===== config.mk =====
export PLATFORM = sky130hd
export DESIGN_NAME = pu_riscv_csr_state
export DESIGN_NICKNAME = d
export VERILOG_FILES = /design/src/rtl/pu_riscv_pkg.sv /design/src/rtl/pu_riscv_csr_counter.sv /design/src/rtl/pu_riscv_csr_state.sv
export SDC_FILE = /design/constraint.sdc
export NUM_CORES = 1
export LEC_CHECK = 0
export ABC_AREA = 1
export CORE_MARGIN = 1.5
export CORE_UTILIZATION = 40
export DETAILED_ROUTE_END_ITERATION = 7
export DONT_BUFFER_PORTS = 1
export MAX_ROUTING_LAYER = met4
export PLACE_DENSITY_LB_ADDON = 0.2
export SLEW_MARGIN = 0
export SYNTH_ARGS = -nofsm -noshare
export SYNTH_HDL_FRONTEND = slang
export SYNTH_SLANG_ARGS = --single-unit
export TNS_END_PERCENT = 50

===== constraint.sdc =====
create_clock -name clk -period 2.7 [get_ports clk]
set_input_delay 0.135 -clock clk [delete_from_list [all_inputs] [get_ports clk]]
set_output_delay 0.135 -clock clk [all_outputs]
set_load 0.05 [all_outputs]

===== src/rtl/pu_riscv_pkg.sv =====
// Shared RISC-V core constants: ISA width encodings (misa.MXL) and the
// machine-mode CSR address map used by the CSR state block.
package pu_riscv_pkg;

   localparam logic [1:0] RV32I = 2'b01;
   localparam logic [1:0] RV64I = 2'b10;

   localparam logic [11:0] CSR_MSTATUS   = 12'h300;
   localparam logic [11:0] CSR_MISA      = 12'h301;
   localparam logic [11:0] CSR_MTVEC     = 12'h305;
   localparam logic [11:0] CSR_MSCRATCH  = 12'h340;
   localparam logic [11:0] CSR_MEPC      = 12'h341;
   localparam logic [11:0] CSR_MCAUSE    = 12'h342;
   localparam logic [11:0] CSR_MCYCLE    = 12'hB00;
   localparam logic [11:0] CSR_MINSTRET  = 12'hB02;
   localparam logic [11:0] CSR_MCYCLEH   = 12'hB80;
   localparam logic [11:0] CSR_MINSTRETH = 12'hB82;
   localparam logic [11:0] CSR_CYCLE     = 12'hC00;
   localparam logic [11:0] CSR_INSTRET   = 12'hC02;
   localparam logic [11:0] CSR_CYCLEH    = 12'hC80;
   localparam logic [11:0] CSR_INSTRETH  = 12'hC82;

   localparam int unsigned MSTATUS_MIE  = 3;
   localparam int unsigned MSTATUS_MPIE = 7;

endpackage


===== src/rtl/pu_riscv_csr_counter.sv =====
// 64-bit event counter with independently writable 32-bit halves.
// Any write suppresses the increment; an unwritten half holds its value.
module pu_riscv_csr_counter (
   input  logic        clk,
   input  logic        rstn,
   input  logic        inc,
   input  logic        we_lo,
   input  logic        we_hi,
   input  logic [63:0] wdata,
   output logic [63:0] count
);

   always_ff @(posedge clk or negedge rstn) begin
      if (!rstn) begin
         count <= '0;
      end else if (we_lo || we_hi) begin
         if (we_lo) count[31:0]  <= wdata[31:0];
         if (we_hi) count[63:32] <= wdata[63:32];
      end else begin
         count <= count + 64'(inc);
      end
   end

endmodule


===== src/rtl/pu_riscv_csr_state.sv =====
// Machine-mode CSR state: combinational read/decode for EX, write commit,
// trap entry / mret updates from WB, and the mcycle/minstret counters.
module pu_riscv_csr_state
   import pu_riscv_pkg::*;
#(
   parameter int unsigned     XLEN        = 64,
   parameter int unsigned     HAS_RVC     = 1,
   parameter logic [XLEN-1:0] MTVEC_RESET = 'h100
) (
   input  logic            clk,
   input  logic            rstn,
   input  logic            ex_stall,
   input  logic [11:0]     ex_csr_reg,
   input  logic            ex_csr_we,
   input  logic [XLEN-1:0] ex_csr_wval,
   output logic [XLEN-1:0] st_csr_rval,
   output logic            st_csr_illegal,
   output logic [1:0]      st_xlen,
   input  logic            wb_retire,
   input  logic            wb_exception,
   input  logic [XLEN-1:0] wb_epc,
   input  logic [XLEN-1:0] wb_cause,
   input  logic            wb_mret,
   output logic [XLEN-1:0] st_mtvec,
   output logic [XLEN-1:0] st_mepc,
   output logic            st_mie
);

   localparam bit IS32 = (XLEN == 32);

   logic            mie_q, mpie_q;
   logic [XLEN-1:0] mtvec_q, mscratch_q, mepc_q, mcause_q, misa;
   logic [63:0]     mcycle, minstret, cnt_wdata;
   logic            csr_hit, csr_ro, wr_en;
   logic            cyc_we_lo, cyc_we_hi, ins_we_lo, ins_we_hi;

   function automatic logic [XLEN-1:0] epc_mask(input logic [XLEN-1:0] v);
      epc_mask    = v;
      epc_mask[0] = 1'b0;
      if (HAS_RVC == 0) epc_mask[1] = 1'b0;
   endfunction

   always_comb begin
      st_xlen = IS32 ? RV32I : RV64I;
      misa = '0;
      misa[XLEN-1 -: 2] = st_xlen;
      misa[8] = 1'b1;
      misa[2] = (HAS_RVC != 0);

      csr_hit     = 1'b1;
      csr_ro      = (ex_csr_reg[11:10] == 2'b11);
      st_csr_rval = '0;
      case (ex_csr_reg)
         CSR_MSTATUS: begin
            st_csr_rval[MSTATUS_MIE]  = mie_q;
            st_csr_rval[MSTATUS_MPIE] = mpie_q;
         end
         CSR_MISA: begin
            st_csr_rval = misa;
            csr_ro      = 1'b1;
         end
         CSR_MTVEC:                 st_csr_rval = mtvec_q;
         CSR_MSCRATCH:              st_csr_rval = mscratch_q;
         CSR_MEPC:                  st_csr_rval = mepc_q;
         CSR_MCAUSE:                st_csr_rval = mcause_q;
         CSR_MCYCLE, CSR_CYCLE:     st_csr_rval = XLEN'(mcycle);
         CSR_MINSTRET, CSR_INSTRET: st_csr_rval = XLEN'(minstret);
         CSR_MCYCLEH, CSR_CYCLEH: begin
            if (IS32) st_csr_rval = XLEN'(mcycle[63:32]);
            else      csr_hit     = 1'b0;
         end
         CSR_MINSTRETH, CSR_INSTRETH: begin
            if (IS32) st_csr_rval = XLEN'(minstret[63:32]);
            else      csr_hit     = 1'b0;
         end
         default: csr_hit = 1'b0;
      endcase

      st_csr_illegal = !csr_hit || (csr_ro && ex_csr_we);
      wr_en          = ex_csr_we && !ex_stall && !st_csr_illegal;

      // RV64 writes the whole counter through the low address; RV32 splits it.
      cnt_wdata = IS32 ? {2{ex_csr_wval[31:0]}} : 64'(ex_csr_wval);
      cyc_we_lo = wr_en && (ex_csr_reg == CSR_MCYCLE);
      cyc_we_hi = wr_en && (ex_csr_reg == (IS32 ? CSR_MCYCLEH : CSR_MCYCLE));
      ins_we_lo = wr_en && (ex_csr_reg == CSR_MINSTRET);
      ins_we_hi = wr_en && (ex_csr_reg == (IS32 ? CSR_MINSTRETH : CSR_MINSTRET));

      st_mtvec = mtvec_q;
      st_mepc  = mepc_q;
      st_mie   = mie_q;
   end

   // WB updates are issued after the CSR write so they take priority.
   always_ff @(posedge clk or negedge rstn) begin
      if (!rstn) begin
         mie_q      <= 1'b0;
         mpie_q     <= 1'b0;
         mtvec_q    <= MTVEC_RESET;
         mscratch_q <= '0;
         mepc_q     <= '0;
         mcause_q   <= '0;
      end else begin
         if (wr_en) begin
            case (ex_csr_reg)
               CSR_MSTATUS: begin
                  mie_q  <= ex_csr_wval[MSTATUS_MIE];
                  mpie_q <= ex_csr_wval[MSTATUS_MPIE];
               end
               CSR_MTVEC:    mtvec_q    <= {ex_csr_wval[XLEN-1:2], 2'b00};
               CSR_MSCRATCH: mscratch_q <= ex_csr_wval;
               CSR_MEPC:     mepc_q     <= epc_mask(ex_csr_wval);
               CSR_MCAUSE:   mcause_q   <= ex_csr_wval;
               default: ;
            endcase
         end
         if (wb_exception) begin
            mepc_q   <= epc_mask(wb_epc);
            mcause_q <= wb_cause;
            mpie_q   <= mie_q;
            mie_q    <= 1'b0;
         end else if (wb_mret) begin
            mie_q  <= mpie_q;
            mpie_q <= 1'b1;
         end
      end
   end

   pu_riscv_csr_counter u_mcycle (
      .clk   (clk),
      .rstn  (rstn),
      .inc   (1'b1),
      .we_lo (cyc_we_lo),
      .we_hi (cyc_we_hi),
      .wdata (cnt_wdata),
      .count (mcycle)
   );

   pu_riscv_csr_counter u_minstret (
      .clk   (clk),
      .rstn  (rstn),
      .inc   (wb_retire),
      .we_lo (ins_we_lo),
      .we_hi (ins_we_hi),
      .wdata (cnt_wdata),
      .count (minstret)
   );

endmodule


==> out/qor.yml <==
setup_path:
  critPathArrivalTime_ns: 2.57
  cp.buffers_inverters: 1
  reg2reg_depth: 11
  crit_fanout: 3
  r2r-end: "u_minstret.count[62]"
  crit_cells: 4
  critPathMaxStageDelay_ns: 0.63
  cp_top_family: "simple AND/OR/NAND/NOR gates"
  worst-r2r-setup-slack_ns: 0.17
  critPathKind: "flop to output pin"
  start_kind: "flop"
  worst_ep_required_time_ns: 2.57
  critPathSlowestCell: "dfrtp_1"
  end_kind: "output pin"
  r2r-start: "u_minstret.count[0]"
  worstPathCellList: "a22o_1 -> nor2_1 -> nand3_1 -> buf_12"
cts:
  clk_pin_slew_ns: 0.06
  clockBufferDepth: 3
  clk_latency_ns: 0.59
  postCtsSetupRepairBufs: 0
  htree_num_levels: 2
  cts_tree: "done"
  clock-sinks: 383
  cts-root-buf: "clkbuf_16"
  hold_buffers: 308
  cts_made_buffers: 47
  cts_resized: 0
floorplan:
  row_count: 86
  ios: 407
  die_area_um2: 57100
  die_w_um: 239
  die_h_um: 239
  start_util_pct: 40.4
  core_um2: 55100
layout:
  fillCellCount: 5344
  utilization_pct: 53.0
  fin_nets: 3680
  regArea_um2: 9590
  area_growth_pct: 31.1
  postLayoutCellArea_um2: 29200
  drive_above_1_share_pct: 6.97
  multi_input_area_um2: 11200
logic_synthesis:
  yosys_warnings: 0
  syn_area_um2: 22300
  synth.avg_cell_area_um2: 7.11
  synth-edff-count: 0
  ys.flop_type: "dfrtp_1"
  ys_seq_area_share_pct: 43.0
  synth_cell_type_count: 40
  ys_seq_elements: 383
  netlist_instances: 3133
  async_reset_ff_share_pct: 100
global_routing:
  grt_pass1_wl_mm: 157
  grt_use_total_pct: 38.5
  first_global_vias: 23900
  antenna_found_initial: 10
  grt_max_degree: 384
  overflow: 0
timing:
  slew_headroom_pct: 32.6
  finalCritPeriodShare_pct: 100
  fmax_mhz: 369
  setup_ws_ns: -0.00999
  finalHoldViolCount: 383
  rsz0062_at_grt: "no"
  skew_ns: 0.0141
  fin_hold_ws_ns: -0.752
  final.min_clock_period_ns: 2.71
  setup_viol: 1
  worst_slew_pin_slew_ns: 1.01
  slew_violations: 0
hold_path:
  hp-class: "input port to async pin"
drt:
  drt_iter0_markers: 2688
  viasPerCell: 5.75
  vias: 24500
  wl_met3_mm: 10.7
  ant_nets: 0
  met1_length_mm: 46.0
  routed.top_layer: "met4"
  route.met2.wl_mm: 47.0
  post_drt_wl_per_cell_um: 25.3
  first_pass_iters: 7
  routed_wl_mm: 108
  drc: 0
placement:
  dp_hpwl_mm: 79.9
  gp_congestion: 0.939
  pre_cts_ws_ns: 0.237
  io_buffers: 0
  place_area_um2: 24500
power:
  power.density_nw_per_um2: 493
  clock_power_share_pct: 45.8
  power_frac_seq_pct: 44.9
  p_sw_mw: 3.96
  peakVddDrop_mv: 0.431
  swShare_pct: 27.5
  intPower_mw: 10.4
  combPwrFrac_pct: 9.4
  p_leak_nw: 14.0
outcome:
  violations: "hold timing, setup timing"
  status: "finished with violations"
flow_run:
  cap_violations: 0
## how the worst max path moves through the flow
| stage | startpoint | endpoint | slack, ns |
|---|---|---|---|
| 6_report | st_mtvec[24] | st_csr_rval[24] | -0.01 |
| 5_1_grt | wb_exception | st_mie | 0.01 |
| 4_1_cts | st_mtvec[24] | st_csr_rval[24] | 0.07 |
| 3_3_place_gp | u_minstret.count[0] | u_minstret.count[50] | 0.26 |
| 3_5_place_dp | u_minstret.count[0] | u_minstret.count[50] | 0.24 |
| 2_1_floorplan | u_minstret.count[0] | u_minstret.count[50] | 0.75 |
## cell type report
cell class	count	area share, %
Sequential cell	383	32.8
Antenna cell	11	0.0942
Clock buffer	62	4.46
Timing Repair Buffer	449	17.8
Tap cell	748	3.20
Multi-Input combinational cell	2397	38.3
Clock inverter	21	0.917
Inverter	188	2.43
## worst register-to-register path, stage by stage, from the launching register on
cell,delay (ns)
dfrtp_1,0.36
ha_1,0.26
ha_1,0.22
nand3_1,0.12
nor2_2,0.27
nand3_1,0.30
nor3_1,0.46
nand3_1,0.15
nand2_1,0.09
nand2_1,0.05
nand2_1,0.06
o21ai_0,0.07
## Yosys cell counts (7+ instances only)
library cell  number  area [um^2]
nand2_1         1190         4470
dfrtp_1          382         9560
nand3_1          355         1780
o21ai_0          247         1240
nor2_1           245          920
inv_1            183          687
xor2_1            83          727
a22o_1            74          648
clkbuf_1          73          274
nor3_1            47          235
buf_2             45          225
nand4_1           43          269
xnor2_1           29          254
a21oi_1           17         85.1
buf_1             16         60.1
buf_4             16          120
buf_6             12          135
nand3b_1          12         90.1
o21ai_1           12         60.1
o2111ai_1          7         61.3
## metal layers
layer,vias to the layer above,global-route usage (%)
met2,1336,56.6
met4,0,10.9
li1,10800,-
met5,-,-
met3,256,8.18
met1,12100,53.4
## power groups by stage
stage | logic (mW) | clock network, mW | registers, mW
final | 1.35 | 6.59 | 6.46
after global routing | 1.46 | 6.85 | 6.48
after CTS | 1.30 | 6.62 | 6.45
after detailed placement | 0.822 | 0 | 6.56
after global placement | 0.806 | 0 | 6.55
after floorplan | 0.595 | 0 | 6.47
## cells in the final DEF, fill, tap and decap left out, drive strengths merged
master,instances
a221oi,1
bufinv,5
o22ai,3
clkinvlp,3
dfstp,1
buf,142
o21ai,260
clkbuf,62
nor3,47
and2,1
and3,1
nor2,251
ha,3
nand3b,12
dfrtp,382
a22o,74
nand3,357
clkinv,12
xor2,83
diode,11
xnor2,29
a211o,1
dlygate4sd3,307
o211ai,2
nor3b,3
a21oi,17
o2111ai,7
conb,5
nand4,48
nand2,1192
inv,189
## through the flow
stage | std cells | TNS (ns) | power [mW]
after CTS | 4248 | 0 | 14.4
after global routing | 4254 | 0 | 14.8
after global placement | 3857 | 0 | 7.35
after detailed placement | 3857 | 0 | 7.38
after floorplan | 3136 | 0 | 7.06
final | 4259 | -0.00999 | 14.4
## state kept, by name, summed over array words and instances, names as in the netlist
signal,flops
mscratch_q,64
mcause_q,64
mpie_q,1
st_mepc,63
st_mtvec,62
st_mie,1
u_minstret.count,64
u_mcycle.count,64
## cell families (layout without fill, tap and decap cells)
logic type | Yosys count | after routing | share of synthesized area, %
buffers and inverters | 356 | 720 | 6.96
xor gates and xnor gates | 112 | 112 | 4.40
and+or+nand+nor | 1912 | 1912 | 35.7
other | 2 | 16 | 0.0337
AOI/OAI and AO/OA | 365 | 365 | 9.69
DFF | 383 | 383 | 43.0
adders and majority gates | 3 | 3 | 0.169
Power figures use the tool's default switching activity.
